[src/rtl/l2_cache_control_if.sv]
// Request, metadata and physical-memory signals between the L2 sequencing FSM
// and the surrounding datapath / upstream arbiter.
interface l2_cache_control_if;
  logic       mem_read, mem_write, mem_resp;
  logic       way0_hit, way1_hit, way2_hit, way3_hit;
  logic       valid0_out, valid1_out, valid2_out, valid3_out;
  logic       dirty0_out, dirty1_out, dirty2_out, dirty3_out;
  logic [1:0] LRU_way_select;
  logic       vc_dirty, pmem_resp;
  logic       pmem_read, pmem_write;
  logic       tag_comp, idling, pmem_addr_sel, dirty_from_vc;
  logic       valid0_in, valid1_in, valid2_in, valid3_in;
  logic       valid0_wr_enable, valid1_wr_enable, valid2_wr_enable, valid3_wr_enable;
  logic       dirty0_in, dirty1_in, dirty2_in, dirty3_in;
  logic       alloc_dirty0_write, alloc_dirty1_write, alloc_dirty2_write, alloc_dirty3_write;

  // Controller side.
  modport master (
    input  mem_read, mem_write, mem_resp,
    input  way0_hit, way1_hit, way2_hit, way3_hit,
    input  valid0_out, valid1_out, valid2_out, valid3_out,
    input  dirty0_out, dirty1_out, dirty2_out, dirty3_out,
    input  LRU_way_select, vc_dirty, pmem_resp,
    output pmem_read, pmem_write, tag_comp, idling, pmem_addr_sel, dirty_from_vc,
    output valid0_in, valid1_in, valid2_in, valid3_in,
    output valid0_wr_enable, valid1_wr_enable, valid2_wr_enable, valid3_wr_enable,
    output dirty0_in, dirty1_in, dirty2_in, dirty3_in,
    output alloc_dirty0_write, alloc_dirty1_write, alloc_dirty2_write, alloc_dirty3_write
  );

  // Datapath / upstream side.
  modport slave (
    output mem_read, mem_write, mem_resp,
    output way0_hit, way1_hit, way2_hit, way3_hit,
    output valid0_out, valid1_out, valid2_out, valid3_out,
    output dirty0_out, dirty1_out, dirty2_out, dirty3_out,
    output LRU_way_select, vc_dirty, pmem_resp,
    input  pmem_read, pmem_write, tag_comp, idling, pmem_addr_sel, dirty_from_vc,
    input  valid0_in, valid1_in, valid2_in, valid3_in,
    input  valid0_wr_enable, valid1_wr_enable, valid2_wr_enable, valid3_wr_enable,
    input  dirty0_in, dirty1_in, dirty2_in, dirty3_in,
    input  alloc_dirty0_write, alloc_dirty1_write, alloc_dirty2_write, alloc_dirty3_write
  );
endinterface

[src/rtl/l2_cache_control.sv]
// Sequencing FSM for a 4-way L2 cache: hit/miss decision, dirty-victim writeback,
// line fill, metadata update of the allocated way, and saturating event counters.
module l2_cache_control #(
  parameter int CNT_W = 16
) (
  input  logic              clk,
  input  logic              reset_n,
  l2_cache_control_if.master bus,
  output logic [CNT_W-1:0]  hit_count,
  output logic [CNT_W-1:0]  miss_count,
  output logic [CNT_W-1:0]  wb_count
);

  typedef enum logic [1:0] {S_IDLE, S_TAG_CHECK, S_WRITEBACK, S_ALLOCATE} state_t;

  state_t           r_state, w_next;
  logic [1:0]       r_victim;
  logic             r_retry, r_drop;
  logic [CNT_W-1:0] r_hit_cnt, r_miss_cnt, r_wb_cnt;

  logic [3:0] w_way_hit, w_valid, w_dirty;
  logic       w_req, w_hit, w_victim_dirty;
  logic       w_pmem_read, w_pmem_write, w_tag_comp, w_idling, w_addr_sel, w_dfv;
  logic [3:0] w_valid_we, w_valid_in, w_dirty_in, w_alloc_dw;
  logic       w_cnt_hit, w_cnt_miss, w_cnt_wb;

  assign w_way_hit = {bus.way3_hit, bus.way2_hit, bus.way1_hit, bus.way0_hit};
  assign w_valid   = {bus.valid3_out, bus.valid2_out, bus.valid1_out, bus.valid0_out};
  assign w_dirty   = {bus.dirty3_out, bus.dirty2_out, bus.dirty1_out, bus.dirty0_out};
  assign w_req     = bus.mem_read | bus.mem_write;
  assign w_hit     = (|w_way_hit) | bus.mem_resp;
  // An invalid line is never written back, whatever its dirty bit says.
  assign w_victim_dirty = w_valid[bus.LRU_way_select] & w_dirty[bus.LRU_way_select];

  always_comb begin
    // NOTE: every signal written here gets a default first so no latch is inferred.
    w_next       = r_state;
    w_pmem_read  = 1'b0;
    w_pmem_write = 1'b0;
    w_tag_comp   = 1'b0;
    w_idling     = 1'b0;
    w_addr_sel   = 1'b0;
    w_dfv        = 1'b0;
    w_valid_we   = 4'b0000;
    w_valid_in   = 4'b0000;
    w_dirty_in   = 4'b0000;
    w_alloc_dw   = 4'b0000;
    w_cnt_hit    = 1'b0;
    w_cnt_miss   = 1'b0;
    w_cnt_wb     = 1'b0;
    case (r_state)
      S_IDLE: begin
        w_idling = 1'b1;
        if (w_req) w_next = S_TAG_CHECK;
      end
      S_TAG_CHECK: begin
        w_tag_comp = 1'b1;
        w_dirty_in = {4{bus.mem_write}};
        if (!w_req) begin
          w_next = S_IDLE;
        end else if (w_hit) begin
          w_next    = S_IDLE;
          w_cnt_hit = ~r_retry;
        end else begin
          w_cnt_miss = 1'b1;
          w_next     = w_victim_dirty ? S_WRITEBACK : S_ALLOCATE;
        end
      end
      S_WRITEBACK: begin
        w_pmem_write = 1'b1;
        w_addr_sel   = 1'b1;
        if (bus.pmem_resp) begin
          w_cnt_wb = 1'b1;
          w_next   = S_ALLOCATE;
        end
      end
      S_ALLOCATE: begin
        w_pmem_read = 1'b1;
        if (bus.pmem_resp) begin
          w_valid_we = 4'b0001 << r_victim;
          w_valid_in = 4'b0001 << r_victim;
          w_alloc_dw = 4'b0001 << r_victim;
          w_dfv      = bus.vc_dirty;
          w_next     = (r_drop || !w_req) ? S_IDLE : S_TAG_CHECK;
        end
      end
      default: w_next = S_IDLE;
    endcase
  end

  function automatic logic [CNT_W-1:0] sat_inc(input logic [CNT_W-1:0] v);
    return (v == '1) ? v : v + 1'b1;
  endfunction

  always_ff @(posedge clk or negedge reset_n) begin
    if (!reset_n) r_state <= S_IDLE;
    else          r_state <= w_next;
  end

  always_ff @(posedge clk or negedge reset_n) begin
    if (!reset_n) begin
      r_victim   <= 2'd0;
      r_retry    <= 1'b0;
      r_drop     <= 1'b0;
      r_hit_cnt  <= '0;
      r_miss_cnt <= '0;
      r_wb_cnt   <= '0;
    end else begin
      // NOTE: non-blocking assignments keep every register update based on pre-edge values.
      if (w_cnt_miss) r_victim <= bus.LRU_way_select;
      if (r_state == S_ALLOCATE && bus.pmem_resp)
        r_retry <= (w_next == S_TAG_CHECK);
      else if (r_state == S_TAG_CHECK && w_next == S_IDLE)
        r_retry <= 1'b0;
      // A request abandoned mid-transaction must not re-enter TAG_CHECK.
      if (w_next == S_IDLE)
        r_drop <= 1'b0;
      else if ((r_state == S_WRITEBACK || r_state == S_ALLOCATE) && !w_req)
        r_drop <= 1'b1;
      if (w_cnt_hit)  r_hit_cnt  <= sat_inc(r_hit_cnt);
      if (w_cnt_miss) r_miss_cnt <= sat_inc(r_miss_cnt);
      if (w_cnt_wb)   r_wb_cnt   <= sat_inc(r_wb_cnt);
    end
  end

  assign hit_count  = r_hit_cnt;
  assign miss_count = r_miss_cnt;
  assign wb_count   = r_wb_cnt;

  assign bus.pmem_read     = w_pmem_read;
  assign bus.pmem_write    = w_pmem_write;
  assign bus.tag_comp      = w_tag_comp;
  assign bus.idling        = w_idling;
  assign bus.pmem_addr_sel = w_addr_sel;
  assign bus.dirty_from_vc = w_dfv;

  assign bus.valid0_in = w_valid_in[0];
  assign bus.valid1_in = w_valid_in[1];
  assign bus.valid2_in = w_valid_in[2];
  assign bus.valid3_in = w_valid_in[3];
  assign bus.valid0_wr_enable = w_valid_we[0];
  assign bus.valid1_wr_enable = w_valid_we[1];
  assign bus.valid2_wr_enable = w_valid_we[2];
  assign bus.valid3_wr_enable = w_valid_we[3];
  assign bus.dirty0_in = w_dirty_in[0];
  assign bus.dirty1_in = w_dirty_in[1];
  assign bus.dirty2_in = w_dirty_in[2];
  assign bus.dirty3_in = w_dirty_in[3];
  assign bus.alloc_dirty0_write = w_alloc_dw[0];
  assign bus.alloc_dirty1_write = w_alloc_dw[1];
  assign bus.alloc_dirty2_write = w_alloc_dw[2];
  assign bus.alloc_dirty3_write = w_alloc_dw[3];

endmodule

[src/flat_wrapper.sv]
// flat-port wrapper written by rule: the top's interface ports become plain ports
module l2_cache_control_flat 
#(
  parameter int CNT_W = 16
)
  (clk, reset_n, hit_count, miss_count, wb_count, bus_mem_read, bus_mem_write, bus_mem_resp, bus_way0_hit, bus_way1_hit, bus_way2_hit, bus_way3_hit, bus_valid0_out, bus_valid1_out, bus_valid2_out, bus_valid3_out, bus_dirty0_out, bus_dirty1_out, bus_dirty2_out, bus_dirty3_out, bus_LRU_way_select, bus_vc_dirty, bus_pmem_resp, bus_pmem_read, bus_pmem_write, bus_tag_comp, bus_idling, bus_pmem_addr_sel, bus_dirty_from_vc, bus_valid0_in, bus_valid1_in, bus_valid2_in, bus_valid3_in, bus_valid0_wr_enable, bus_valid1_wr_enable, bus_valid2_wr_enable, bus_valid3_wr_enable, bus_dirty0_in, bus_dirty1_in, bus_dirty2_in, bus_dirty3_in, bus_alloc_dirty0_write, bus_alloc_dirty1_write, bus_alloc_dirty2_write, bus_alloc_dirty3_write);
  l2_cache_control_if bus_i ();
  input  logic clk;
  input  logic reset_n;
  output logic [CNT_W-1:0] hit_count;
  output logic [CNT_W-1:0] miss_count;
  output logic [CNT_W-1:0] wb_count;
  input wire logic [$bits(bus_i.mem_read)-1:0] bus_mem_read;
  input wire logic [$bits(bus_i.mem_write)-1:0] bus_mem_write;
  input wire logic [$bits(bus_i.mem_resp)-1:0] bus_mem_resp;
  input wire logic [$bits(bus_i.way0_hit)-1:0] bus_way0_hit;
  input wire logic [$bits(bus_i.way1_hit)-1:0] bus_way1_hit;
  input wire logic [$bits(bus_i.way2_hit)-1:0] bus_way2_hit;
  input wire logic [$bits(bus_i.way3_hit)-1:0] bus_way3_hit;
  input wire logic [$bits(bus_i.valid0_out)-1:0] bus_valid0_out;
  input wire logic [$bits(bus_i.valid1_out)-1:0] bus_valid1_out;
  input wire logic [$bits(bus_i.valid2_out)-1:0] bus_valid2_out;
  input wire logic [$bits(bus_i.valid3_out)-1:0] bus_valid3_out;
  input wire logic [$bits(bus_i.dirty0_out)-1:0] bus_dirty0_out;
  input wire logic [$bits(bus_i.dirty1_out)-1:0] bus_dirty1_out;
  input wire logic [$bits(bus_i.dirty2_out)-1:0] bus_dirty2_out;
  input wire logic [$bits(bus_i.dirty3_out)-1:0] bus_dirty3_out;
  input wire logic [$bits(bus_i.LRU_way_select)-1:0] bus_LRU_way_select;
  input wire logic [$bits(bus_i.vc_dirty)-1:0] bus_vc_dirty;
  input wire logic [$bits(bus_i.pmem_resp)-1:0] bus_pmem_resp;
  output wire logic [$bits(bus_i.pmem_read)-1:0] bus_pmem_read;
  output wire logic [$bits(bus_i.pmem_write)-1:0] bus_pmem_write;
  output wire logic [$bits(bus_i.tag_comp)-1:0] bus_tag_comp;
  output wire logic [$bits(bus_i.idling)-1:0] bus_idling;
  output wire logic [$bits(bus_i.pmem_addr_sel)-1:0] bus_pmem_addr_sel;
  output wire logic [$bits(bus_i.dirty_from_vc)-1:0] bus_dirty_from_vc;
  output wire logic [$bits(bus_i.valid0_in)-1:0] bus_valid0_in;
  output wire logic [$bits(bus_i.valid1_in)-1:0] bus_valid1_in;
  output wire logic [$bits(bus_i.valid2_in)-1:0] bus_valid2_in;
  output wire logic [$bits(bus_i.valid3_in)-1:0] bus_valid3_in;
  output wire logic [$bits(bus_i.valid0_wr_enable)-1:0] bus_valid0_wr_enable;
  output wire logic [$bits(bus_i.valid1_wr_enable)-1:0] bus_valid1_wr_enable;
  output wire logic [$bits(bus_i.valid2_wr_enable)-1:0] bus_valid2_wr_enable;
  output wire logic [$bits(bus_i.valid3_wr_enable)-1:0] bus_valid3_wr_enable;
  output wire logic [$bits(bus_i.dirty0_in)-1:0] bus_dirty0_in;
  output wire logic [$bits(bus_i.dirty1_in)-1:0] bus_dirty1_in;
  output wire logic [$bits(bus_i.dirty2_in)-1:0] bus_dirty2_in;
  output wire logic [$bits(bus_i.dirty3_in)-1:0] bus_dirty3_in;
  output wire logic [$bits(bus_i.alloc_dirty0_write)-1:0] bus_alloc_dirty0_write;
  output wire logic [$bits(bus_i.alloc_dirty1_write)-1:0] bus_alloc_dirty1_write;
  output wire logic [$bits(bus_i.alloc_dirty2_write)-1:0] bus_alloc_dirty2_write;
  output wire logic [$bits(bus_i.alloc_dirty3_write)-1:0] bus_alloc_dirty3_write;
  assign bus_i.mem_read = bus_mem_read;
  assign bus_i.mem_write = bus_mem_write;
  assign bus_i.mem_resp = bus_mem_resp;
  assign bus_i.way0_hit = bus_way0_hit;
  assign bus_i.way1_hit = bus_way1_hit;
  assign bus_i.way2_hit = bus_way2_hit;
  assign bus_i.way3_hit = bus_way3_hit;
  assign bus_i.valid0_out = bus_valid0_out;
  assign bus_i.valid1_out = bus_valid1_out;
  assign bus_i.valid2_out = bus_valid2_out;
  assign bus_i.valid3_out = bus_valid3_out;
  assign bus_i.dirty0_out = bus_dirty0_out;
  assign bus_i.dirty1_out = bus_dirty1_out;
  assign bus_i.dirty2_out = bus_dirty2_out;
  assign bus_i.dirty3_out = bus_dirty3_out;
  assign bus_i.LRU_way_select = bus_LRU_way_select;
  assign bus_i.vc_dirty = bus_vc_dirty;
  assign bus_i.pmem_resp = bus_pmem_resp;
  assign bus_pmem_read = bus_i.pmem_read;
  assign bus_pmem_write = bus_i.pmem_write;
  assign bus_tag_comp = bus_i.tag_comp;
  assign bus_idling = bus_i.idling;
  assign bus_pmem_addr_sel = bus_i.pmem_addr_sel;
  assign bus_dirty_from_vc = bus_i.dirty_from_vc;
  assign bus_valid0_in = bus_i.valid0_in;
  assign bus_valid1_in = bus_i.valid1_in;
  assign bus_valid2_in = bus_i.valid2_in;
  assign bus_valid3_in = bus_i.valid3_in;
  assign bus_valid0_wr_enable = bus_i.valid0_wr_enable;
  assign bus_valid1_wr_enable = bus_i.valid1_wr_enable;
  assign bus_valid2_wr_enable = bus_i.valid2_wr_enable;
  assign bus_valid3_wr_enable = bus_i.valid3_wr_enable;
  assign bus_dirty0_in = bus_i.dirty0_in;
  assign bus_dirty1_in = bus_i.dirty1_in;
  assign bus_dirty2_in = bus_i.dirty2_in;
  assign bus_dirty3_in = bus_i.dirty3_in;
  assign bus_alloc_dirty0_write = bus_i.alloc_dirty0_write;
  assign bus_alloc_dirty1_write = bus_i.alloc_dirty1_write;
  assign bus_alloc_dirty2_write = bus_i.alloc_dirty2_write;
  assign bus_alloc_dirty3_write = bus_i.alloc_dirty3_write;
  l2_cache_control #(.CNT_W(CNT_W)) u_core (.clk(clk), .reset_n(reset_n), .bus(bus_i), .hit_count(hit_count), .miss_count(miss_count), .wb_count(wb_count));
endmodule
[config.mk]
export PLATFORM = sky130hd
export DESIGN_NAME = l2_cache_control_flat
export DESIGN_NICKNAME = d
export VERILOG_FILES = /design/src/rtl/l2_cache_control_if.sv /design/src/rtl/l2_cache_control.sv /design/src/flat_wrapper.sv
export SDC_FILE = /design/constraint.sdc
export NUM_CORES = 1
export LEC_CHECK = 0
export ABC_AREA = 1
export CORE_ASPECT_RATIO = 0.5
export CORE_MARGIN = 3
export CORE_UTILIZATION = 35
export CTS_BUF_LIST = sky130_fd_sc_hd__clkbuf_4 sky130_fd_sc_hd__clkbuf_8
export DETAILED_ROUTE_END_ITERATION = 10
export SETUP_SLACK_MARGIN = 0.1
export SLEW_MARGIN = 20
export SYNTH_ARGS = -nofsm -noshare
export SYNTH_HDL_FRONTEND = slang
export SYNTH_SLANG_ARGS = --single-unit
[constraint.sdc]
create_clock -name clk -period 4.7 [get_ports clk]
set_input_delay 0.705 -clock clk [delete_from_list [all_inputs] [get_ports clk]]
set_output_delay 0.705 -clock clk [all_outputs]
set_load 0.1 [all_outputs]
==> impl_metrics.csv, run 1 <==
group,metric,value,unit
timing,drv_slew,0,
clock_tree,cts_hold_buf,0,
clock_tree,numCtsBuffers,5,
placed_design,io_buffers,90,
layout,synthToLayoutAreaGrowth,30.8,%
worst_setup_path,critPathRequiredTime,3.99,ns
timing,period_share,0.732,
clock_tree,clock_tree.root_cell,"clkbuf_8",
clock_tree,postCtsSetupBuffers,0,
layout,insertedDiodeCount,0,
placed_design,gp_congestion,0.826,
drt,vias_per_cell,4.55,
worst_setup_path,worstPathMaxFanout,4,
synthesis,synth_compound_area_frac,0.0465,
grt,overflow,0,
clock_tree,clk_pin_slew,0.10,ns
timing,setup_viol,0,
synthesis,ys_ff_latch,54,
die,coreArea,8830,µm²
synthesis,synth_seq_area_share,0.418,
power,totalPowerFinal,2.31,mW
synthesis,synth_cell_types,31,
die,io-pin-count,91,
synthesis,synth_xor_area_frac,0.0976,
synthesis,ys_top_cells_by_area,"dfrtp_1 (42%), nand2_1 (14%), xor2_1 (6.8%)",
drt,final_antenna_net_count,0,
synthesis,syn_avg_cell_area,7.77,µm²
drt,drc,0,
clock_tree,clock-sinks,54,
power,power_density,546,nW/µm²
synthesis,yosysTopAreaCell,"dfrtp_1",
placed_design,dp_hpwl,5.71,mm
grt,grt_pass1_vias,2702,
die,start_util,0.366,
clock_tree,clk_latency,0.31,ns
timing,setup_slack,1.26,ns
timing,hold_ws,0.231,ns
synthesis,syn_area,3230,µm²
synthesis,synth_top_family_by_area,"simple AND/OR/NAND/NOR gates",
timing,clock-skew-final,0.00433,ns
hold_path,hp-class,"in -> async",
timing,max_freq,291,MHz
grt,grt_max_degree,46,
clock_tree,cts_buffer_depth,2,
synthesis,yosys.area_share.simple,0.325,
worst_setup_path,critPathCaptureType,"output pin",
die,die_h,74.0,µm
timing,relSlewSlack,0.332,
synthesis,ys.warnings.count,0,
timing,max_slew.worst_pin.slew,0.998,ns
clock_tree,cts_tree,"built",
die,die_x,142,µm
synthesis,synth_nets,440,
layout,nets,522,
timing,hold_viol,0,
layout,n_fill_cell,892,
layout,mostFrequentLayoutCells,"nand2_1 (118), clkdlybuf4s50_1 (77), dfrtp_1 (54)",
drt,wirelength,7.47,mm
drt,drt_pass1_iterations,4,
status,outcome,"completed",
worst_setup_path,arrival,2.73,ns
synthesis,synth_adder_area_share,0.0116,
die,die_area,10500,µm²
worst_setup_path,crit_type,"in -> out",
drt,wire_per_inst,12.1,µm
grt,antenna_found_initial,0,
power,peakVddDrop,472,µV
drt,drt_iter0_drc,104,
placed_design,dp_slack,1.27,ns
synthesis,synthArstFlopShare,1.00,
die,rows,24,
job,maxCapViolCount,0,
layout,mostFrequentLayoutCell,"nand2_1",
worst_setup_path,r2r_cells,8,
synthesis,synth-main-ff-cell,"dfrtp_1",
synthesis,synthCells,416,
timing,rsz0062_at_grt,"no",
synthesis,synth_edf_count,0,
grt,grt_pass1_wl,12.6,mm
timing,fin_crit,3.44,ns
synthesis,yosysTopAreaCellShare,0.418,
clock_tree,cts.repair.resized,0,
worst_setup_path,cp-start-kind,"input port",
power,p_leak,1.90,nW
grt,grt.total_usage,0.149,
timing,tns,0,ns
layout,drive_gt1_frac,0.0942,
synthesis,synthMuxAreaShare,0,
clock_tree,htreeDepth,2,
drt,vias,2805,
-- critical path, stage by stage --
cell and delay (ns):
clkdlybuf4s50_1 0.46, inv_1 0.05, nor3_1 0.30, clkdlybuf4s50_1 1.22
-- area by class of cell --
type | instances | area, µm² | share of cell area
clock buffer | 7 | 83.8 | 0.0198
clock inverter | 1 | 30.0 | 0.00710
inverter | 48 | 189 | 0.0447
multi-input combinational | 298 | 1550 | 0.368
sequential | 54 | 1350 | 0.320
tap | 117 | 146 | 0.0346
timing repair buffer | 91 | 873 | 0.207
-- per-layer routing --
| layer | global-route usage | wire (µm) | vias up |
|---|---|---|---|
| met1 | 0.196 | 3610 | 1302 |
| met5 | 0 | 0 | - |
| met2 | 0.250 | 3500 | 35 |
| met3 | 0.0392 | 267 | 9 |
| li1 | - | - | 1459 |
| met4 | 0.0351 | 92 | 0 |
-- cells in the mapped netlist (all sizes together), types with 3 or more instances --
master and count:
inv 47, nand4 5, dfrtp 54, a21oi 5, nor2 45, nand3b 3, xnor2 11, xor2 25
nand2 125, buf 16, ha 3, nor3 19, o21ai 22, nand3 34
-- state kept, by name, indices dropped and copies added (netlist names) --
register and count:
u_core.wb_count 16, u_core.hit_count 16, u_core.r_drop 1, u_core.r_retry 1
u_core.r_victim 2, u_core.miss_count 16, u_core.r_state 2
-- per-stage QoR --
step                cells  utilization  area, µm²
detailed placement    608        0.466       4110
floorplan             416            -       3230
finish                616        0.479       4230
global route          616        0.479       4230
CTS                   616        0.479       4230
global placement      608        0.466       4110
-- report_power, final --
part	total (mW)	internal, mW	switching [mW]
registers	0.678	0.558	0.120
clock network	0.325	0.171	0.153
logic	1.31	0.294	1.01
-- cells by family (layout without fill, tap and decap cells) --
logic type,count (synthesis),count (layout)
AO/OA/AOI/OAI,27,27
XOR/XNOR,36,36
adder cells (fa/ha/maj),3,3
buffers and inverters,64,147
flip-flops,54,54
AND/OR/NAND/NOR,232,232
-- final timing paths --
kind	startpoint	endpoint	slack (ns)
max	bus_mem_write	bus_dirty2_in	1.26
min	reset_n	u_core.miss_count[3]$_DFFE_PN0P_	0.23
max reg2reg	u_core.wb_count[0]$_DFFE_PN0P_	u_core.wb_count[6]$_DFFE_PN0P_	2.87
min reg2reg	u_core.miss_count[15]$_DFFE_PN0P_	u_core.miss_count[15]$_DFFE_PN0P_	0.50
max in group asynchronous	reset_n	u_core.miss_count[9]$_DFFE_PN0P_	3.62
min in group clk	u_core.miss_count[15]$_DFFE_PN0P_	u_core.miss_count[15]$_DFFE_PN0P_	0.50
Note: power is estimated with default switching activity, not from simulation.
==> inputs of run 2 (changes only) <==
==> constraint.sdc (replaced) <==
create_clock -name clk -period 3.39 [get_ports clk]
set_input_delay 0.5085 -clock clk [delete_from_list [all_inputs] [get_ports clk]]
set_output_delay 0.5085 -clock clk [all_outputs]
set_load 0.1 [all_outputs]
==> run 2 against run 1 <==
- count of clock-buffer cells in the layout stayed put
- clock power up 10%
- sequential share of layout area rose by 0.42 points
- critical path type unchanged
- setup slack worse by 0.39 ns
- flip-flop and latch count is the same
- non-clock buffer count did not move
- hold slack worse by 0.011 ns
- first-iteration DRC count grew 37%
- global-route usage decreased by 0.40 points
- routed wire length is 1.4% lower
- cell area fell by 1.3%
==> impl_metrics.csv, run 2 (synthesis results as in run 1) <==
group,metric,value,unit
status,outcome,"completed",
layout,finalNonFillerCells,615,
power,seqPwrFrac,0.304,
timing,max_freq,396,MHz
drt,drc,0,
placed_design,gp_congestion,0.838,
worst_setup_path,critPathCaptureType,"output pin",
power,peakVddDrop,667,µV
power,p_int,1.33,mW
timing,relSlewSlack,0.333,
die,rows,24,
drt,wirelength,7.36,mm
power,p_leak,1.91,nW
die,io-pin-count,91,
layout,mostFrequentLayoutCells,"nand2_1 (118), clkdlybuf4s50_1 (67), dfrtp_1 (54)",
timing,hold_viol,0,
grt,overflow,0,
timing,setup_slack,0.866,ns
clock_tree,clock-sinks,54,
clock_tree,clk_pin_slew,0.09,ns
drt,vias_per_cell,4.49,
timing,rsz0062_at_grt,"no",
layout,synthToLayoutAreaGrowth,29.1,%
die,die_x,142,µm
die,die_area,10500,µm²
timing,drv_slew,0,
placed_design,dp_slack,0.873,ns
grt,grt.total_usage,0.145,
worst_setup_path,crit_buf_inv,4,
layout,insertedDiodeCount,0,
clock_tree,clk_latency,0.30,ns
worst_setup_path,worstPathMaxFanout,5,
drt,drt_iter0_drc,142,
timing,setup_viol,0,
timing,clock-skew-final,0.00767,ns
worst_setup_path,reg2reg_setup_slack,1.53,ns
power,pwr-share-clk,0.116,
timing,max_slew.worst_pin.slew,0.998,ns
power,comb_power_share,0.580,
die,die_h,74.0,µm
power,sw_frac_of_total,0.571,
grt,grt_pass1_vias,2622,
worst_setup_path,critPathTopFamily,"buffers and inverters",
worst_setup_path,timing.rr.end,"u_core.wb_count[6]$_DFFE_PN0P_",
grt,grt_pass1_wl,12.2,mm
drt,wire_per_inst,12.0,µm
grt,grt_max_degree,30,
die,start_util,0.366,
worst_setup_path,slowest_stage,"clkdlybuf4s50_1",
layout,n_fill_cell,914,
timing,fin_crit,2.52,ns
layout,mostFrequentLayoutCell,"nand2_1",
placed_design,io_buffers,90,
clock_tree,cts_tree,"built",
clock_tree,cts_hold_buf,0,
drt,final_antenna_net_count,0,
worst_setup_path,r2r_cells,8,
layout,nets,522,
placed_design,place_inst,608,
power,p_switching,1.77,mW
layout,drive_gt1_frac,0.112,
worst_setup_path,crit_type,"in -> out",
clock_tree,numCtsBuffers,5,
clock_tree,clock_tree.root_cell,"clkbuf_8",
placed_design,dp_hpwl,5.74,mm
clock_tree,htreeDepth,2,
timing,hold_ws,0.219,ns
worst_setup_path,cp-start-kind,"input port",
layout,fin_util,0.473,
clock_tree,cts.repair.resized,0,
worst_setup_path,critPathMostFrequentCell,"inv_1",
job,maxCapViolCount,0,
clock_tree,postCtsSetupBuffers,0,
worst_setup_path,reg2reg_from,"u_core.wb_count[0]$_DFFE_PN0P_",
drt,vias,2763,
worst_setup_path,crit_chain,"clkdlybuf4s50_1 > inv_1 > nor2_1 > inv_1 > nor3_1 > buf_4",
power,totalPowerFinal,3.10,mW
power,power_density,742,nW/µm²
timing,period_share,0.744,
grt,antenna_found_initial,0,
die,coreArea,8830,µm²
hold_path,hp-class,"in -> async",
clock_tree,cts_buffer_depth,2,
worst_setup_path,critPathRequiredTime,2.88,ns
worst_setup_path,cp_slowest_stage_delay,0.52,ns
worst_setup_path,arrival,2.02,ns
drt,drt_pass1_iterations,4,
run 2: worst max path at each step:
stage / startpoint / endpoint / slack (ns) / cells past startpoint
floorplan: u_core.r_state[1]$_DFF_PN0_ / bus_valid0_in / -0.59 / 6
global placement: bus_pmem_resp / bus_valid3_wr_enable / 0.91 / 6
detailed placement: bus_pmem_resp / bus_valid3_wr_enable / 0.87 / 6
CTS: bus_pmem_resp / bus_valid3_wr_enable / 0.86 / 6
finish: bus_pmem_resp / bus_valid3_wr_enable / 0.87 / 6
global route: bus_pmem_resp / bus_valid3_wr_enable / 0.76 / 6
run 2: final cells by class:
cell class	count	area (µm²)	share of cell area
inverters	48	189	0.0453
clock buffers	7	83.8	0.0201
multi-input cells	298	1550	0.372
repair buffers	91	848	0.203
well taps	117	146	0.0351
flip-flops and latches	54	1350	0.324
run 2: layer usage:
layer  routed length (µm)  global-route usage
met2                 3430               0.245
met4                   46              0.0255
met1                 3610               0.193
met3                  269              0.0379
met5                    0                   0
run 2: power groups by stage:
stage               Sequential, mW  Combinational (mW)  Clock, mW
global route                 0.970                1.89      0.410
floorplan                     1.70               0.692          0
global placement             0.954                1.80          0
detailed placement           0.953                1.81          0
CTS                          0.943                1.81      0.386
finish                       0.941                1.80      0.359
run 2: per-stage QoR:
| step | TNS, ns | area (µm²) |
|---|---|---|
| after detailed placement | 0 | 4090 |
| final | 0 | 4170 |
| after floorplan | -6.11 | 3230 |
| after global routing | 0 | 4170 |
| after global placement | 0 | 4090 |
| after CTS | 0 | 4170 |
==> inputs of run 3 (changes only) <==
==> constraint.sdc (replaced) <==
create_clock -name clk -period 2.3 [get_ports clk]
set_input_delay 0.345 -clock clk [delete_from_list [all_inputs] [get_ports clk]]
set_output_delay 0.345 -clock clk [all_outputs]
set_load 0.1 [all_outputs]
==> run 3 against run 2 <==
- via count grew 2.2%
- global-route usage grew 1.2 points
- count of clock-buffer cells in the layout shrank 1
- hold slack lost 0.074 ns
- largest cell class unchanged
- largest power group unchanged
- highest routed layer unchanged
==> impl_metrics.csv, run 3 (synthesis results as in run 1) <==
group,metric,value,unit
status,outcome,"completed",
worst_setup_path,arrival,1.72,ns
clock_tree,clock_tree.root_cell,"clkbuf_8",
clock_tree,clk_latency,0.30,ns
placed_design,gp_congestion,0.833,
worst_setup_path,critPathCaptureType,"output pin",
layout,synthToLayoutAreaGrowth,36.1,%
die,start_util,0.366,
grt,overflow,0,
layout,insertedDiodeCount,0,
drt,final_antenna_net_count,0,
worst_setup_path,worstPathMaxFanout,5,
worst_setup_path,cp-start-kind,"input port",
die,die_area,10500,µm²
clock_tree,htreeDepth,2,
power,peakVddDrop,931,µV
drt,drt_pass1_iterations,4,
power,power_density,1090,nW/µm²
grt,grt.total_usage,0.157,
worst_setup_path,reg2reg_setup_slack,0.55,ns
layout,drive_gt1_frac,0.235,
grt,grt_max_degree,55,
die,die_x,142,µm
drt,drt_iter0_drc,97,
timing,period_share,0.896,
die,die_h,74.0,µm
layout,finalNonFillerCells,615,
job,maxCapViolCount,0,
clock_tree,numCtsBuffers,5,
die,rows,24,
timing,hold_ws,0.146,ns
grt,grt_pass1_wl,13.4,mm
timing,max_slew.worst_pin.slew,0.692,ns
clock_tree,cts_tree,"built",
layout,mostFrequentLayoutCell,"nand2_1",
worst_setup_path,cp_slowest_stage_delay,0.53,ns
timing,rsz0062_at_grt,"no",
grt,antenna_found_initial,0,
timing,fin_crit,2.06,ns
clock_tree,cts_buffer_depth,2,
power,totalPowerFinal,4.79,mW
placed_design,dp_hpwl,6.07,mm
worst_setup_path,r2r_cells,8,
drt,wire_per_inst,12.6,µm
worst_setup_path,timing.rr.end,"u_core.wb_count[6]$_DFFE_PN0P_",
drt,vias,2824,
drt,drc,0,
die,coreArea,8830,µm²
power,p_leak,2.07,nW
drt,vias_per_cell,4.59,
layout,nets,522,
hold_path,hp-class,"in -> async",
worst_setup_path,reg2reg_from,"u_core.wb_count[0]$_DFFE_PN0P_",
placed_design,place_inst,608,
layout,mostFrequentLayoutCells,"nand2_1 (117), buf_4 (52), dfrtp_1 (49)",
placed_design,io_buffers,90,
timing,relSlewSlack,0.538,
worst_setup_path,crit_type,"in -> out",
clock_tree,clk_pin_slew,0.10,ns
die,io-pin-count,91,
timing,clock-skew-final,0.00589,ns
worst_setup_path,critPathRequiredTime,1.96,ns
timing,drv_slew,0,
drt,wirelength,7.72,mm
worst_setup_path,slowest_stage,"clkdlybuf4s50_1",
grt,grt_pass1_vias,2781,
timing,setup_viol,0,
timing,max_freq,485,MHz
timing,hold_viol,0,
clock_tree,clock-sinks,54,
worst_setup_path,crit_chain,"clkdlybuf4s50_1 > inv_1 > nor2_4 > inv_4 > nor3_4 > buf_12",
-- run 3: metrics by stage --
stage          area (µm²)  TNS [ns]  worst slack, ns  utilization
4_1_cts              4400         0            0.102        0.498
5_1_grt              4400         0            0.162        0.498
3_5_place_dp         4290         0            0.180        0.485
6_report             4400         0            0.240        0.498
2_1_floorplan        3340    -0.160           -0.103            -
3_3_place_gp         4290         0            0.181        0.485
-- run 3: layer usage --
metal  vias to the layer above  wire length [µm]  global-route usage
met2                        29              3820               0.277
met3                         5               218              0.0334
li1                       1465                 -                   -
met4                         0                49              0.0223
met5                         -                 0                   0
met1                      1325              3630               0.207
-- run 3: layout make-up --
cell class                      instances  area [µm²]
Fill cell                             875        4430
Multi-Input combinational cell        298        1630
Sequential cell                        54        1360
Timing Repair Buffer                   91         966
Inverter                               48         191
Tap cell                              117         146
Clock buffer                            6        82.6
Clock inverter                          1        30.0
-- run 3: worst max-delay path by stage --
stage / startpoint / to / slack (ns) / cells after the start
floorplan: u_core.r_state[1]$_DFF_PN0_ / bus_valid0_in / -0.10 / 6
global route: bus_pmem_resp / bus_valid0_wr_enable / 0.16 / 6
global placement: bus_pmem_resp / bus_valid0_in / 0.18 / 6
CTS: u_core.r_state[1]$_DFF_PN0_ / bus_valid0_wr_enable / 0.10 / 5
detailed placement: bus_pmem_resp / bus_valid0_wr_enable / 0.18 / 6
finish: bus_pmem_resp / bus_valid0_wr_enable / 0.24 / 6
-- run 3: power by group --
part           internal, mW  switching (mW)  leakage (nW)  total, mW
logic                 0.603            2.11          1.32       2.71
clock network         0.349           0.308        0.0573      0.657
registers              1.15           0.272         0.685       1.42
-- run 3: repair_timing --
action / in CTS / in global routing
buffers inserted: 0 / 0
setup endpoints to repair: 0 / 12
hold buffers: 0 / 0
gates resized for setup: 0 / 1
-- run 3: worst max-delay path, delay by kind of cell --
kind          cells  cell delay, ns
buf+inv           4            0.95
simple gates      2            0.42
